[src/rtl/sprite_animator_if.sv]
// Sprite ROM / palette bus between the renderer (master) and its lookup memories (slave).
interface sprite_animator_if #(
  parameter int unsigned ADDR_W   = 12,
  parameter int unsigned IDX_BITS = 4
);
  logic [ADDR_W-1:0]   rom_address;
  logic [IDX_BITS-1:0] rom_q;
  logic [IDX_BITS-1:0] pal_index;
  logic [3:0]          pal_red;
  logic [3:0]          pal_green;
  logic [3:0]          pal_blue;

  modport master (
    output rom_address,
    output pal_index,
    input  rom_q,
    input  pal_red,
    input  pal_green,
    input  pal_blue
  );

  modport slave (
    input  rom_address,
    input  pal_index,
    output rom_q,
    output pal_red,
    output pal_green,
    output pal_blue
  );
endinterface

[src/rtl/sprite_animator.sv]
// Animated, integer-scaled sprite over a background colour; 2-cycle coordinate-to-RGB pipeline.
// Position, scale and animation frame change only at frame start, so a frame never tears.
module sprite_animator #(
  parameter int unsigned SPR_W        = 32,
  parameter int unsigned SPR_H        = 32,
  parameter int unsigned FRAMES       = 4,
  parameter int unsigned IDX_BITS     = 4,
  parameter int unsigned TRANSP_IDX   = 0,
  parameter int unsigned FRAME_PERIOD = 8,
  parameter int unsigned ADDR_W       = $clog2(FRAMES * SPR_W * SPR_H),
  localparam int unsigned FIDX_W      = (FRAMES > 1) ? $clog2(FRAMES) : 1,
  localparam int unsigned CNT_W       = (FRAME_PERIOD > 1) ? $clog2(FRAME_PERIOD) : 1
) (
  input  logic              vga_clk,
  input  logic              reset_n,
  input  logic [9:0]        DrawX,
  input  logic [9:0]        DrawY,
  input  logic              blank,
  input  logic [9:0]        pos_x,
  input  logic [9:0]        pos_y,
  input  logic [1:0]        scale,
  input  logic              pos_wr,
  input  logic              anim_en,
  input  logic              anim_pingpong,
  input  logic [3:0]        bg_red,
  input  logic [3:0]        bg_green,
  input  logic [3:0]        bg_blue,
  sprite_animator_if.master rom_bus,
  output logic [3:0]        red,
  output logic [3:0]        green,
  output logic [3:0]        blue,
  output logic [FIDX_W-1:0] frame_idx
);

  typedef enum logic [1:0] {StHold, StFwd, StRev} anim_state_e;

  anim_state_e       r_state, w_state_nxt;
  logic [FIDX_W-1:0] r_frame, w_frame_nxt, w_frame_cur;
  logic [CNT_W-1:0]  r_cnt, w_cnt_nxt;

  logic       r_origin_seen;
  logic       w_at_origin, w_frame_start;
  logic [9:0] r_shd_x, r_shd_y, r_act_x, r_act_y;
  logic [1:0] r_shd_s, r_act_s;
  logic [9:0] w_cmt_x, w_cmt_y, w_act_x, w_act_y;
  logic [1:0] w_cmt_s, w_act_s;

  logic [10:0] w_dx, w_dy;
  logic [9:0]  w_tx, w_ty;
  logic        w_hit;

  logic        r_hit_d, r_blank_d;
  logic [11:0] r_bg_d, w_pix;

  // Edge flag: holding (0,0) for several cycles still yields a single frame-start event.
  assign w_at_origin   = (DrawX == 10'd0) && (DrawY == 10'd0);
  assign w_frame_start = w_at_origin && !r_origin_seen;

  // A pos_wr coincident with frame start writes through to the active copy.
  assign w_cmt_x = pos_wr ? pos_x : r_shd_x;
  assign w_cmt_y = pos_wr ? pos_y : r_shd_y;
  assign w_cmt_s = pos_wr ? scale : r_shd_s;

  // The frame-start pixel itself already uses the newly committed placement and frame.
  assign w_act_x = w_frame_start ? w_cmt_x : r_act_x;
  assign w_act_y = w_frame_start ? w_cmt_y : r_act_y;
  assign w_act_s = w_frame_start ? w_cmt_s : r_act_s;

  always_ff @(posedge vga_clk or negedge reset_n) begin
    if (!reset_n) begin
      r_origin_seen <= 1'b0;
      r_shd_x       <= '0;
      r_shd_y       <= '0;
      r_shd_s       <= '0;
      r_act_x       <= '0;
      r_act_y       <= '0;
      r_act_s       <= '0;
    end else begin
      r_origin_seen <= w_at_origin;
      if (pos_wr) begin
        r_shd_x <= pos_x;
        r_shd_y <= pos_y;
        r_shd_s <= scale;
      end
      if (w_frame_start) begin
        r_act_x <= w_cmt_x;
        r_act_y <= w_cmt_y;
        r_act_s <= w_cmt_s;
      end
    end
  end

  // Stage 0: bit 10 of the 11-bit difference is the sign, so left/top never wraps.
  assign w_dx  = {1'b0, DrawX} - {1'b0, w_act_x};
  assign w_dy  = {1'b0, DrawY} - {1'b0, w_act_y};
  assign w_tx  = w_dx[9:0] >> w_act_s;
  assign w_ty  = w_dy[9:0] >> w_act_s;
  assign w_hit = !w_dx[10] && !w_dy[10] && (32'(w_tx) < SPR_W) && (32'(w_ty) < SPR_H);

  assign rom_bus.rom_address = (reset_n && w_hit)
      ? ADDR_W'(32'(w_frame_cur) * SPR_W * SPR_H + 32'(w_ty) * SPR_W + 32'(w_tx))
      : '0;

  // Stage 1: align side-band with the ROM's registered output.
  always_ff @(posedge vga_clk or negedge reset_n) begin
    if (!reset_n) begin
      r_hit_d   <= 1'b0;
      r_blank_d <= 1'b0;
      r_bg_d    <= '0;
    end else begin
      r_hit_d   <= w_hit;
      r_blank_d <= blank;
      r_bg_d    <= {bg_red, bg_green, bg_blue};
    end
  end

  assign rom_bus.pal_index = rom_bus.rom_q;

  always_comb begin
    w_pix = r_bg_d;
    if (!r_blank_d) begin
      w_pix = '0;
    end else if (r_hit_d && (rom_bus.rom_q != IDX_BITS'(TRANSP_IDX))) begin
      w_pix = {rom_bus.pal_red, rom_bus.pal_green, rom_bus.pal_blue};
    end
  end

  // Stage 2: registered colour outputs.
  always_ff @(posedge vga_clk or negedge reset_n) begin
    if (!reset_n) begin
      {red, green, blue} <= '0;
    end else begin
      {red, green, blue} <= w_pix;
    end
  end

  always_ff @(posedge vga_clk or negedge reset_n) begin
    if (!reset_n) begin
      r_state <= StFwd;
      r_frame <= '0;
      r_cnt   <= '0;
    end else begin
      r_state <= w_state_nxt;
      r_frame <= w_frame_nxt;
      r_cnt   <= w_cnt_nxt;
    end
  end

  // Leaving HOLD consumes that frame start; counting resumes from the next one.
  always_comb begin
    w_state_nxt = r_state;
    w_frame_nxt = r_frame;
    w_cnt_nxt   = r_cnt;
    if (w_frame_start) begin
      if (!anim_en) begin
        w_state_nxt = StHold;
      end else if (r_state == StHold) begin
        w_state_nxt = StFwd;
      end else if (r_cnt != CNT_W'(FRAME_PERIOD - 1)) begin
        w_cnt_nxt = r_cnt + CNT_W'(1);
      end else begin
        w_cnt_nxt = '0;
        if (FRAMES == 1) begin
          w_state_nxt = StFwd;
          w_frame_nxt = '0;
        end else if ((r_state == StRev) && anim_pingpong) begin
          if (r_frame == '0) begin
            w_state_nxt = StFwd;
            w_frame_nxt = FIDX_W'(1);
          end else begin
            w_frame_nxt = r_frame - FIDX_W'(1);
          end
        end else begin
          // Forward step; REV with ping-pong switched off also lands here.
          w_state_nxt = StFwd;
          if (r_frame == FIDX_W'(FRAMES - 1)) begin
            if (anim_pingpong) begin
              w_state_nxt = StRev;
              w_frame_nxt = FIDX_W'(FRAMES - 2);
            end else begin
              w_frame_nxt = '0;
            end
          end else begin
            w_frame_nxt = r_frame + FIDX_W'(1);
          end
        end
      end
    end
  end

  always_comb begin
    frame_idx   = r_frame;
    w_frame_cur = w_frame_start ? w_frame_nxt : r_frame;
  end

endmodule

[src/flat_wrapper.sv]
// flat-port wrapper written by rule: the top's interface ports become plain ports
module sprite_animator_flat 
#(
  parameter int unsigned SPR_W        = 32,
  parameter int unsigned SPR_H        = 32,
  parameter int unsigned FRAMES       = 4,
  parameter int unsigned IDX_BITS     = 4,
  parameter int unsigned TRANSP_IDX   = 0,
  parameter int unsigned FRAME_PERIOD = 8,
  parameter int unsigned ADDR_W       = $clog2(FRAMES * SPR_W * SPR_H),
  localparam int unsigned FIDX_W      = (FRAMES > 1) ? $clog2(FRAMES) : 1,
  localparam int unsigned CNT_W       = (FRAME_PERIOD > 1) ? $clog2(FRAME_PERIOD) : 1
)
  (vga_clk, reset_n, DrawX, DrawY, blank, pos_x, pos_y, scale, pos_wr, anim_en, anim_pingpong, bg_red, bg_green, bg_blue, red, green, blue, frame_idx, rom_bus_rom_address, rom_bus_pal_index, rom_bus_rom_q, rom_bus_pal_red, rom_bus_pal_green, rom_bus_pal_blue);
  sprite_animator_if #(.ADDR_W(ADDR_W), .IDX_BITS(IDX_BITS)) rom_bus_i ();
  input  logic vga_clk;
  input  logic reset_n;
  input  logic [9:0] DrawX;
  input  logic [9:0] DrawY;
  input  logic blank;
  input  logic [9:0] pos_x;
  input  logic [9:0] pos_y;
  input  logic [1:0] scale;
  input  logic pos_wr;
  input  logic anim_en;
  input  logic anim_pingpong;
  input  logic [3:0] bg_red;
  input  logic [3:0] bg_green;
  input  logic [3:0] bg_blue;
  output logic [3:0] red;
  output logic [3:0] green;
  output logic [3:0] blue;
  output logic [FIDX_W-1:0] frame_idx;
  output wire logic [$bits(rom_bus_i.rom_address)-1:0] rom_bus_rom_address;
  output wire logic [$bits(rom_bus_i.pal_index)-1:0] rom_bus_pal_index;
  input wire logic [$bits(rom_bus_i.rom_q)-1:0] rom_bus_rom_q;
  input wire logic [$bits(rom_bus_i.pal_red)-1:0] rom_bus_pal_red;
  input wire logic [$bits(rom_bus_i.pal_green)-1:0] rom_bus_pal_green;
  input wire logic [$bits(rom_bus_i.pal_blue)-1:0] rom_bus_pal_blue;
  assign rom_bus_rom_address = rom_bus_i.rom_address;
  assign rom_bus_pal_index = rom_bus_i.pal_index;
  assign rom_bus_i.rom_q = rom_bus_rom_q;
  assign rom_bus_i.pal_red = rom_bus_pal_red;
  assign rom_bus_i.pal_green = rom_bus_pal_green;
  assign rom_bus_i.pal_blue = rom_bus_pal_blue;
  sprite_animator #(.SPR_W(SPR_W), .SPR_H(SPR_H), .FRAMES(FRAMES), .IDX_BITS(IDX_BITS), .TRANSP_IDX(TRANSP_IDX), .FRAME_PERIOD(FRAME_PERIOD), .ADDR_W(ADDR_W)) u_core (.vga_clk(vga_clk), .reset_n(reset_n), .DrawX(DrawX), .DrawY(DrawY), .blank(blank), .pos_x(pos_x), .pos_y(pos_y), .scale(scale), .pos_wr(pos_wr), .anim_en(anim_en), .anim_pingpong(anim_pingpong), .bg_red(bg_red), .bg_green(bg_green), .bg_blue(bg_blue), .rom_bus(rom_bus_i), .red(red), .green(green), .blue(blue), .frame_idx(frame_idx));
endmodule
[config.mk]
export PLATFORM = sky130hd
export DESIGN_NAME = sprite_animator_flat
export DESIGN_NICKNAME = d
export VERILOG_FILES = /design/src/rtl/sprite_animator_if.sv /design/src/rtl/sprite_animator.sv /design/src/flat_wrapper.sv
export SDC_FILE = /design/constraint.sdc
export NUM_CORES = 1
export LEC_CHECK = 0
export ABC_AREA = 1
export CORE_MARGIN = 2
export CORE_UTILIZATION = 65
export DETAILED_ROUTE_END_ITERATION = 8
export DONT_BUFFER_PORTS = 1
export GPL_TIMING_DRIVEN = 0
export PLACE_DENSITY_LB_ADDON = 0.2
export RECOVER_POWER = 100
export SLEW_MARGIN = 20
export SYNTH_ARGS = -nofsm -noshare
export SYNTH_HDL_FRONTEND = slang
export SYNTH_SLANG_ARGS = --single-unit
[constraint.sdc]
create_clock -name vga_clk -period 12.7 [get_ports vga_clk]
set_clock_uncertainty 0.15 [all_clocks]
set_input_delay 2.54 -clock vga_clk [delete_from_list [all_inputs] [get_ports vga_clk]]
set_output_delay 2.54 -clock vga_clk [all_outputs]
set_load 0.05 [all_outputs]
==> results_dict.tcl <==
set metrics [dict create \
    status "finished, final reports clean" \
    ys_types 44 \
    grt_pass1_vias 4228 \
    hp-class "reg -> reg" \
    timing.critical_path.buf_inv 4 \
    routedWlPerCell_um 15.2 \
    power_frac_comb 0.142 \
    dp_hpwl_mm 9.50 \
    die_h_um 92.9 \
    p_switching_mw 0.158 \
    dpl_worst_slack_ns 2.31 \
    ir_worst_vdd_mv 0.0612 \
    clk_path_buf_depth 2 \
    p_seq_frac 0.480 \
    critical_path_peak_fanout 10 \
    overflow 0 \
    wl_met1_mm 4.94 \
    worst_slack_ns 1.94 \
    ios 106 \
    cts_max_level 3 \
    cp_top_family "simple AND/OR/NAND/NOR gates" \
    ctsHoldBuffers 0 \
    routed.top_layer "met4" \
    grt_max_degree 80 \
    final_nets 786 \
    multi_input_area_um2 2640 \
    report.final.slew_viol_count 0 \
    critPathCaptureType "primary output" \
    synthArstFlopShare 1.00 \
    yosysWarnings 0 \
    start_kind "input pin" \
    row_count 32 \
    routed-via-count 4332 \
    critPathKind "in -> out" \
    rsz0062_at_grt "no" \
    die-area_um2 8630 \
    core_um2 7690 \
    wl_met2_mm 5.65 \
    final_cells 784 \
    syn_to_final_growth_pct 5.36 \
    clock_sinks 78 \
    cts_tree "yes" \
    synth_edf_count 0 \
    finalWirelength_mm 11.9 \
    p_clk_frac 0.379 \
    grt.total_usage 0.289 \
    worst_path_most_repeated_cell "nand2_1" \
    syn_area_um2 5130 \
    antenna_found_initial 0 \
    ys.flop_type "dfrtp_1" \
    fin_setup_tns_ns 0 \
    syn_area_per_cell_um2 7.71 \
    ant_nets 0 \
    gp_congestion 0.909 \
    crit_required_ns 10.01 \
    cp_slowest_stage_delay_ns 0.67 \
    root_buffer "clkbuf_8" \
    leakage_nw 3.07 \
    hold_viol_final 0 \
    min_period_ns 10.76 \
    portBuffers 0 \
    grt_first_pass_wirelength_mm 19.4 \
    setup_viol 0 \
    n_fill_cell 644 \
    yosysSeqAreaShare 0.380 \
    cp.arrival_ns 8.07 \
    pwr_density_cell_nw_per_um2 104 \
    tightest_slew_ns 0.898 \
    cpMaxStageDelayCell "nor2_1" \
    drc_errors 0 \
    cts_resized 0 \
    drive_above_1_share 0.0968 \
    clkTransAtPathRegs_ns 0.08 \
    syn_nets 775 \
    slew_headroom 0.399 \
    viasPerCell 5.53 \
    final-seq-area_um2 1950 \
    numCtsBuffers 9 \
    die_w_um 92.9 \
    finalCritPeriodShare 0.848 \
    drv_cap 0 \
    met3WireLength_mm 1.12 \
    swShare 0.281 \
    cts_setup_buffers 0 \
    drtIter0Drc 265 \
    fmax_mhz 92.9 \
    intPower_mw 0.403 \
    initial_utilization 0.668 \
    firstDrtPassIters 5 \
    ys_ff_latch 78 \
    place_inst 768 \
    clk_latency_ns 0.35 \
    syn_inst 666 \
    antenna_cells 0 \
]
cell type report:
type	instances	share of cell area
multi-input combinational	472	0.488
sequential	78	0.361
inverter	97	0.0673
buffer	19	0.0180
clock buffer	9	0.0229
clock inverter	7	0.0190
tap	102	0.0236
cells by family (layout without fill, tap and decap cells):
group	after synthesis	count (layout)	synth area share
buffers and inverters	116	132	0.0928
flip-flops	78	78	0.380
adder cells (fa/ha/maj)	33	33	0.0848
AND/OR/NAND/NOR	332	332	0.298
multiplexers	22	22	0.0478
XOR/XNOR	9	9	0.0154
AO/OA/AOI/OAI	76	76	0.0811
cell usage in the layout, fill, tap and decap left out, drive strengths merged, types with 4 or more instances in the layout:
cell type	instances
nor2	74
xor2	6
dfrtp	77
o21ai	49
inv	101
buf	6
nor3	4
ha	30
nand3b	5
nand2	168
clkbuf	22
a21oi	16
or2	24
nand4	12
nand3	41
mux2	20
registers in the layout (all words and copies together), names as in the netlist, named ones only:
| register | cells |
|---|---|
| u_core.blue | 4 |
| u_core.green | 4 |
| u_core.r_shd_y | 10 |
| u_core.r_shd_x | 10 |
| u_core.r_act_s | 2 |
| u_core.r_shd_s | 2 |
| u_core.r_cnt | 3 |
| u_core.r_state | 2 |
| u_core.r_act_x | 10 |
| u_core.frame_idx | 1 |
| u_core.r_act_y | 10 |
| u_core.r_hit_d | 1 |
| u_core.r_bg_d | 12 |
| u_core.red | 4 |
| u_core.r_origin_seen | 1 |
| u_core.r_blank_d | 1 |
power groups by stage:
stage          Sequential [mW]  Combinational [mW]  Clock [mW]
2_1_floorplan            0.273              0.0673           0
3_3_place_gp             0.274              0.0789           0
3_5_place_dp             0.274              0.0817           0
4_1_cts                  0.269              0.0823       0.213
5_1_grt                  0.270              0.0914       0.224
6_report                 0.269              0.0795       0.213
routing by layer:
layer | global-route usage | vias to the layer above
met5 | 0 | -
met4 | 0.0748 | 0
met2 | 0.494 | 153
met3 | 0.0830 | 26
met1 | 0.359 | 2012
li1 | - | 2141
worst paths after layout:
path	startpoint	endpoint	slack (ns)	cells after the start
hold reg to reg	u_core.r_shd_x[4]	u_core.r_shd_x[4]	0.34	1
setup reg to reg	u_core.r_origin_seen	u_core.r_hit_d	8.52	19
setup / recovery	DrawY[9]	rom_bus_rom_address[11]	1.94	28
min in group asynchronous	reset_n	u_core.red[0]	1.72	0
max in group asynchronous	reset_n	u_core.r_state[0]	10.49	0
hold / removal	u_core.r_shd_x[4]	u_core.r_shd_x[4]	0.34	1
Yosys cell counts (5+ instances only):
library cell,number,share of area
or2_2,23,0.028
nand3_1,40,0.039
dfrtp_1,77,0.38
nand3b_1,5,0.0073
buf_4,5,0.0073
ha_1,30,0.073
nand2_1,164,0.12
o21ai_0,46,0.045
mux2_2,20,0.044
a21oi_1,16,0.016
nor2_1,59,0.043
clkbuf_1,7,0.0051
nor2_2,15,0.018
xor2_1,6,0.010
inv_1,97,0.071
nand4_1,10,0.012
per-stage QoR:
| stage | power [mW] | cell area (um2) | util | hold WS [ns] |
|---|---|---|---|---|
| after floorplan | 0.340 | 5130 | - | 0.297 |
| after global placement | 0.353 | 5260 | 0.685 | 0.311 |
| after detailed placement | 0.356 | 5260 | 0.685 | 0.315 |
| after CTS | 0.565 | 5490 | 0.714 | 0.336 |
| after global routing | 0.585 | 5410 | 0.704 | 0.358 |
| final | 0.561 | 5410 | 0.704 | 0.340 |
Power figures use the tool's default switching activity.
